[src/rtl/fetch_ctrl.sv]
// fetch_ctrl: fetch sequencer between the PC register, instruction memory and decode.
// Fetches one word at a time over imem_req/imem_ack, presents it to decode with an
// inst_valid/stall handshake, then pulses pc_en for one clock with a branch select and
// target so the PC register either advances (PC+4) or loads a redirect.
//
// Optional build macro: FETCH_TIMEOUT_EN adds a REQ watchdog (TIMEOUT_CYC parameter).
// On timeout, fetch_err pulses, imem_req drops for one clock, and the same address is
// requested again. Without the macro, REQ waits forever and fetch_err is tied low.
//
// Ports
//   clk, rst                     clock, synchronous active-low reset
//   pc_in                        current PC from the PC register
//   pc_en, br_en_o, br_addr_o    registered PC update pulse, branch select and target
//   branch_en, branch_addr       redirect request from execute (1-clk pulse)
//   imem_req, imem_addr          memory request and address, held until imem_ack
//   imem_ack, imem_rdata         memory completion and word
//   inst_valid, inst, inst_pc    instruction presented to decode
//   stall                        decode back-pressure
//   fetch_err                    1-clk pulse on memory timeout
module fetch_ctrl #(
  parameter int unsigned ADDR_W = 32,
  parameter int unsigned DATA_W = 32
`ifdef FETCH_TIMEOUT_EN
  ,
  parameter int unsigned TIMEOUT_CYC = 16
`endif
) (
  input  logic              clk,
  input  logic              rst,
  input  logic [ADDR_W-1:0] pc_in,
  output logic              pc_en,
  output logic              br_en_o,
  output logic [ADDR_W-1:0] br_addr_o,
  input  logic              branch_en,
  input  logic [ADDR_W-1:0] branch_addr,
  output logic              imem_req,
  output logic [ADDR_W-1:0] imem_addr,
  input  logic              imem_ack,
  input  logic [DATA_W-1:0] imem_rdata,
  output logic              inst_valid,
  output logic [DATA_W-1:0] inst,
  output logic [ADDR_W-1:0] inst_pc,
  input  logic              stall,
  output logic              fetch_err
);

  localparam logic [2:0] S_IDLE   = 3'd0;
  localparam logic [2:0] S_REQ    = 3'd1;
  localparam logic [2:0] S_ISSUE  = 3'd2;
  localparam logic [2:0] S_UPDATE = 3'd3;
  localparam logic [2:0] S_SETTLE = 3'd4;
`ifdef FETCH_TIMEOUT_EN
  localparam logic [2:0] S_RETRY  = 3'd5;
  localparam int unsigned CNT_W   = $clog2(TIMEOUT_CYC + 1);
`endif

  logic [2:0]        state, state_d;
  logic              pend_br, pend_br_d;
  logic [ADDR_W-1:0] pend_addr, pend_addr_d;
  logic              pc_en_d, br_en_d;
  logic [ADDR_W-1:0] br_addr_d;
  logic              imem_req_d;
  logic [ADDR_W-1:0] imem_addr_d;
  logic              inst_valid_d;
  logic [DATA_W-1:0] inst_d;
  logic [ADDR_W-1:0] inst_pc_d;
  logic              kill_c;
  logic [ADDR_W-1:0] tgt_c;
`ifdef FETCH_TIMEOUT_EN
  logic [CNT_W-1:0]  cnt, cnt_d, cnt_inc_c;
  logic              fetch_err_d;
`endif

  // Next-state and next-output logic.
  always_comb begin
    state_d      = state;
    pend_br_d    = pend_br;
    pend_addr_d  = pend_addr;
    pc_en_d      = 1'b0;
    br_en_d      = 1'b0;
    br_addr_d    = '0;
    imem_req_d   = imem_req;
    imem_addr_d  = imem_addr;
    inst_valid_d = inst_valid;
    inst_d       = inst;
    inst_pc_d    = inst_pc;
`ifdef FETCH_TIMEOUT_EN
    cnt_d        = cnt;
    cnt_inc_c    = cnt + CNT_W'(1);
    fetch_err_d  = 1'b0;
`endif

    // A redirect arriving this cycle counts as pending, so the word it kills is never issued.
    kill_c = pend_br | branch_en;
    tgt_c  = branch_en ? branch_addr : pend_addr;

    // Capture redirects; the newest one wins.
    if (branch_en && (state != S_IDLE)) begin
      pend_br_d   = 1'b1;
      pend_addr_d = branch_addr;
    end

    case (state)
      S_IDLE: begin
        state_d     = S_REQ;
        imem_req_d  = 1'b1;
        imem_addr_d = pc_in;
`ifdef FETCH_TIMEOUT_EN
        cnt_d       = '0;
`endif
      end
      S_REQ: begin
        if (imem_ack) begin
          imem_req_d = 1'b0;
          if (kill_c) begin
            state_d   = S_UPDATE;
            pc_en_d   = 1'b1;
            br_en_d   = 1'b1;
            br_addr_d = tgt_c;
          end else begin
            state_d      = S_ISSUE;
            inst_valid_d = 1'b1;
            inst_d       = imem_rdata;
            inst_pc_d    = imem_addr;
          end
        end
`ifdef FETCH_TIMEOUT_EN
        else if (cnt_inc_c == CNT_W'(TIMEOUT_CYC)) begin
          state_d     = S_RETRY;
          imem_req_d  = 1'b0;
          fetch_err_d = 1'b1;
        end else begin
          cnt_d = cnt_inc_c;
        end
`endif
      end
      S_ISSUE: begin
        // Leave on a transfer, or on a redirect that kills the word.
        if (branch_en || !stall) begin
          state_d      = S_UPDATE;
          inst_valid_d = 1'b0;
          pc_en_d      = 1'b1;
          br_en_d      = kill_c;
          br_addr_d    = kill_c ? tgt_c : '0;
        end
      end
      S_UPDATE: begin
        // pc_en drops by default; a redirect arriving now waits for the next update.
        state_d = S_SETTLE;
        if (!branch_en) begin
          pend_br_d = 1'b0;
        end
      end
      S_SETTLE: begin
        state_d     = S_REQ;
        imem_req_d  = 1'b1;
        imem_addr_d = pc_in;
`ifdef FETCH_TIMEOUT_EN
        cnt_d       = '0;
`endif
      end
`ifdef FETCH_TIMEOUT_EN
      S_RETRY: begin
        // Re-request the same address after one clock with imem_req low.
        state_d    = S_REQ;
        imem_req_d = 1'b1;
        cnt_d      = '0;
      end
`endif
      default: begin
        state_d      = S_IDLE;
        imem_req_d   = 1'b0;
        inst_valid_d = 1'b0;
      end
    endcase
  end

  // State and output registers.
  always_ff @(posedge clk) begin
    if (!rst) begin
      state      <= S_IDLE;
      pend_br    <= 1'b0;
      pend_addr  <= '0;
      pc_en      <= 1'b0;
      br_en_o    <= 1'b0;
      br_addr_o  <= '0;
      imem_req   <= 1'b0;
      imem_addr  <= '0;
      inst_valid <= 1'b0;
      inst       <= '0;
      inst_pc    <= '0;
    end else begin
      state      <= state_d;
      pend_br    <= pend_br_d;
      pend_addr  <= pend_addr_d;
      pc_en      <= pc_en_d;
      br_en_o    <= br_en_d;
      br_addr_o  <= br_addr_d;
      imem_req   <= imem_req_d;
      imem_addr  <= imem_addr_d;
      inst_valid <= inst_valid_d;
      inst       <= inst_d;
      inst_pc    <= inst_pc_d;
    end
  end

`ifdef FETCH_TIMEOUT_EN
  // Watchdog counter and error pulse.
  always_ff @(posedge clk) begin
    if (!rst) begin
      cnt       <= '0;
      fetch_err <= 1'b0;
    end else begin
      cnt       <= cnt_d;
      fetch_err <= fetch_err_d;
    end
  end
`else
  assign fetch_err = 1'b0;
`endif

endmodule
[config.mk]
export PLATFORM = sky130hd
export DESIGN_NAME = fetch_ctrl
export DESIGN_NICKNAME = d
export VERILOG_FILES = /design/src/rtl/fetch_ctrl.sv
export SDC_FILE = /design/constraint.sdc
export NUM_CORES = 1
export LEC_CHECK = 0
export CORE_MARGIN = 2
export CORE_UTILIZATION = 41
export DETAILED_ROUTE_END_ITERATION = 8
export PLACE_DENSITY = 0.77
export SKIP_CTS_REPAIR_TIMING = 1
export SLEW_MARGIN = 20
export SYNTH_ARGS = -nofsm -noshare
export SYNTH_HDL_FRONTEND = slang
export SYNTH_SLANG_ARGS = --single-unit
export TNS_END_PERCENT = 5
[constraint.sdc]
create_clock -name clk -period 1.33 [get_ports clk]
set_input_delay 0.3325 -clock clk [delete_from_list [all_inputs] [get_ports clk]]
set_output_delay 0.3325 -clock clk [all_outputs]
set_load 0.01 [all_outputs]
==> impl_metrics.json, run 1 <==
{
  "cp_max_fo": 20,
  "critPathLaunchType": "flip-flop",
  "totalPowerFinal_mw": 11.58,
  "critPathBufInv": 2,
  "finalCritPeriodShare": 1.021,
  "pwr_density_cell_nw_per_um2": 1152,
  "fmax_mhz": 736.6,
  "yosysTopAreaCell": "dfxtp_1",
  "fillCellCount": 1313,
  "instances_no_fill": 1194,
  "hp-class": "primary input to flip-flop",
  "numPlacedInstances": 1164,
  "synth_top_area_share": 0.5072,
  "multiInputGateArea_um2": 2875,
  "critical-path-top-delay-family": "buffers and inverters",
  "synth_edf_count": 0,
  "worst_setup_path_end_kind": "flip-flop",
  "firstDrtPassIters": 4,
  "setup_viol": 21,
  "placed_area_um2": 9245,
  "die-area_um2": 17210,
  "reg2reg_depth": 5,
  "min_period_ns": 1.358,
  "vias": 5783,
  "cts.clk_slew.worst_paths_ns": 0.07,
  "violations": "setup timing",
  "rows": 46,
  "timing.rr.end": "br_addr_o[0]",
  "antenna_found_initial": 0,
  "grt.overflow.total": 0,
  "p_int_mw": 8.775,
  "coreArea_um2": 15830,
  "p_switching_mw": 2.805,
  "path_depth": 5,
  "clkPwrFrac": 0.402,
  "required_ns": 1.63,
  "via_per_inst": 4.843,
  "peakVddDrop_uv": 832.7,
  "clockRootBuffer": "clkbuf_16",
  "r2r_start": "state[1]",
  "syn_area_um2": 6631,
  "synth_ff_type": "dfxtp_1",
  "pin_count": 234,
  "p_leak_nw": 5.860,
  "grt_pass1_vias": 5526,
  "die_w_um": 131.2,
  "synthArstFlopShare": 0,
  "ctsHtreeMaxLevel": 4,
  "cts_tree": "built",
  "cp.arrival_ns": 1.66,
  "gp_congestion": 0.7882,
  "area_delta_synth_final_pct": 51.55,
  "dp_hpwl_mm": 11.58,
  "final_area_um2": 10050,
  "initial_core_util": 0.4190,
  "yosysUniqueCellTypes": 36,
  "status": "finished, violations left",
  "layout_setup_ws_ns": -0.02759,
  "cts_buffers": 17,
  "io_buffer_count": 232,
  "rsz0062_at_grt": "yes",
  "fin_skew_ns": 0.008471,
  "wire_per_inst_um": 14.46,
  "ant_nets": 0,
  "synth_cells": 747,
  "num_antenna_cells": 0,
  "grt_max_degree": 96,
  "avgSynthCellArea_um2": 8.877,
  "worstPathCellList": "and4bb_4 -> buf_4 -> a32oi_2 -> buf_4 -> nor3_1",
  "ys_seq_area_frac": 0.5072,
  "cp-startpoint": "state[1]",
  "nets": 1068,
  "path_common_cell": "buf_4",
  "cp_slowest_cell": "dfxtp_1",
  "worst-setup-path-type": "flip-flop to flip-flop",
  "dieHeight_um": 131.2,
  "drc": 0,
  "grt_pass1_wl_mm": 27.95,
  "yosys_register_bits": 168,
  "max_stage_delay_ns": 0.32,
  "final-seq-area_um2": 3366,
  "drive_gt1_frac": 0.08589,
  "p_seq_frac": 0.462,
  "clk_path_buf_depth": 2,
  "grtUsageTotal": 0.1984,
  "hold_viol_final": 0,
  "r2r_slack_ns": -0.03,
  "cts_num_sinks": 168,
  "drv_cap": 0,
  "netSwitchingFraction": 0.2423,
  "p_comb_frac": 0.135,
  "crit_path_end": "br_addr_o[0]",
  "syn-num-nets": 848,
  "wl_mm": 17.26,
  "clk_latency_ns": 0.42,
  "slew_violations": 0,
  "drt_iter0_drc": 252,
  "yosys-top-cells-area": "dfxtp_1 51%, nand2_1 13%, mux2i_1 9.7%",
  "yosysWarnings": 0
}
## state kept, by name (all words and copies together) (netlist names)
name / cells
imem_addr: 32
inst: 32
inst_valid: 1
imem_req: 1
br_addr_o: 32
pend_addr: 32
inst_pc: 32
br_en_o: 1
state: 3
pend_br: 1
pc_en: 1
## layer usage
| layer | up-vias | track usage | routed length [µm] |
|---|---|---|---|
| li1 | 2925 | - | - |
| met4 | 0 | 0.05374 | 279 |
| met2 | 168 | 0.3386 | 8328 |
| met3 | 21 | 0.06019 | 1161 |
| met1 | 2669 | 0.2436 | 7494 |
| met5 | - | 0 | 0 |
## per-stage QoR
| stage | TNS, ns | utilization | worst slack [ns] | hold WS (ns) |
|---|---|---|---|---|
| global placement | -39.38 | 0.5841 | -0.4124 | 0.4397 |
| CTS | -42.25 | 0.6184 | -0.4022 | 0.3680 |
| global route | -5.864 | 0.6349 | -0.09305 | 0.3831 |
| detailed placement | -42.19 | 0.5841 | -0.4482 | 0.4454 |
| finish | -0.2175 | 0.6349 | -0.02759 | 0.3836 |
| floorplan | -0.5948 | - | -0.01200 | 0.4324 |
## synthesized netlist by cell type, types with 2 or more instances
cell type	number
clkbuf_1	35
nor3_1	34
a21boi_0	33
dfxtp_1	168
nand2_1	229
or2_2	2
buf_2	18
nand2b_1	2
buf_4	2
a21oi_1	34
and3b_1	32
nor2_1	3
nand3_1	32
inv_1	2
mux2i_1	64
o21ai_0	27
buf_12	7
o21ai_1	5
## cell usage in the layout, fill, tap and decap left out, drive strengths merged, types with 2 or more instances in the layout
master and count:
nand2b 2, or2 2, buf 35, bufinv 2, inv 2, dfxtp 168
nor2 4, nor3 34, and3b 32, a21boi 33, clkinv 7, clkdlybuf4s50 98
nand3 32, nand2 229, mux2i 64, o21ai 32, dlymetal6s2s 121, a21oi 34
clkbuf 31
## power groups by stage
stage	Sequential (mW)	Clock, mW	Combinational [mW]
after floorplan	5.52	0	0.708
after global placement	5.46	0	1.60
after detailed placement	5.47	0	1.62
after CTS	5.36	4.76	1.63
after global routing	5.37	4.99	1.72
final	5.35	4.66	1.57
## cell type report
type,instances,area share
sequential,168,0.3349
timing repair buffer,265,0.2973
multi-input combinational,513,0.2861
clock buffer,20,0.04345
tap,216,0.02689
clock inverter,10,0.01058
inverter,2,0.0007470
## tightest hold or removal path, cell delays in order
cell and delay, ns:
buf_6 0.11, and2b_2 0.16, a21boi_0 0.16
## how the worst min path moves through the flow
stage	cells past startpoint	slack [ns]	endpoint	start
finish	3	0.38	state[1]	rst
global placement	2	0.44	pend_addr[26]	pend_addr[26]
CTS	3	0.37	state[1]	rst
global route	4	0.38	inst_pc[10]	rst
detailed placement	2	0.45	inst_pc[2]	inst_pc[2]
floorplan	2	0.43	pend_addr[24]	pend_addr[24]
## kinds of logic after synthesis
| logic type | after synthesis | share of synthesized area |
|---|---|---|
| and+or+nand+nor | 341 | 0.2362 |
| DFF | 168 | 0.5072 |
| AOI/OAI and AO/OA | 106 | 0.09887 |
| buffers and inverters | 66 | 0.05924 |
| muxes | 64 | 0.09660 |
| xor gates and xnor gates | 1 | 0.001321 |
| other | 1 | 0.0005655 |
No activity file was read; power rests on OpenSTA's default activity.
==> run 2, diff against run 1 <==
--- a/config.mk
+++ b/config.mk
@@ -5,6 +5,7 @@
 export SDC_FILE = /design/constraint.sdc
 export NUM_CORES = 1
 export LEC_CHECK = 0
+export CAP_MARGIN = 30
 export CORE_MARGIN = 2
 export CORE_UTILIZATION = 41
 export DETAILED_ROUTE_END_ITERATION = 8
==> results of run 2 <==
No change in the layout: final DEF, timing and power equal those of run 1.
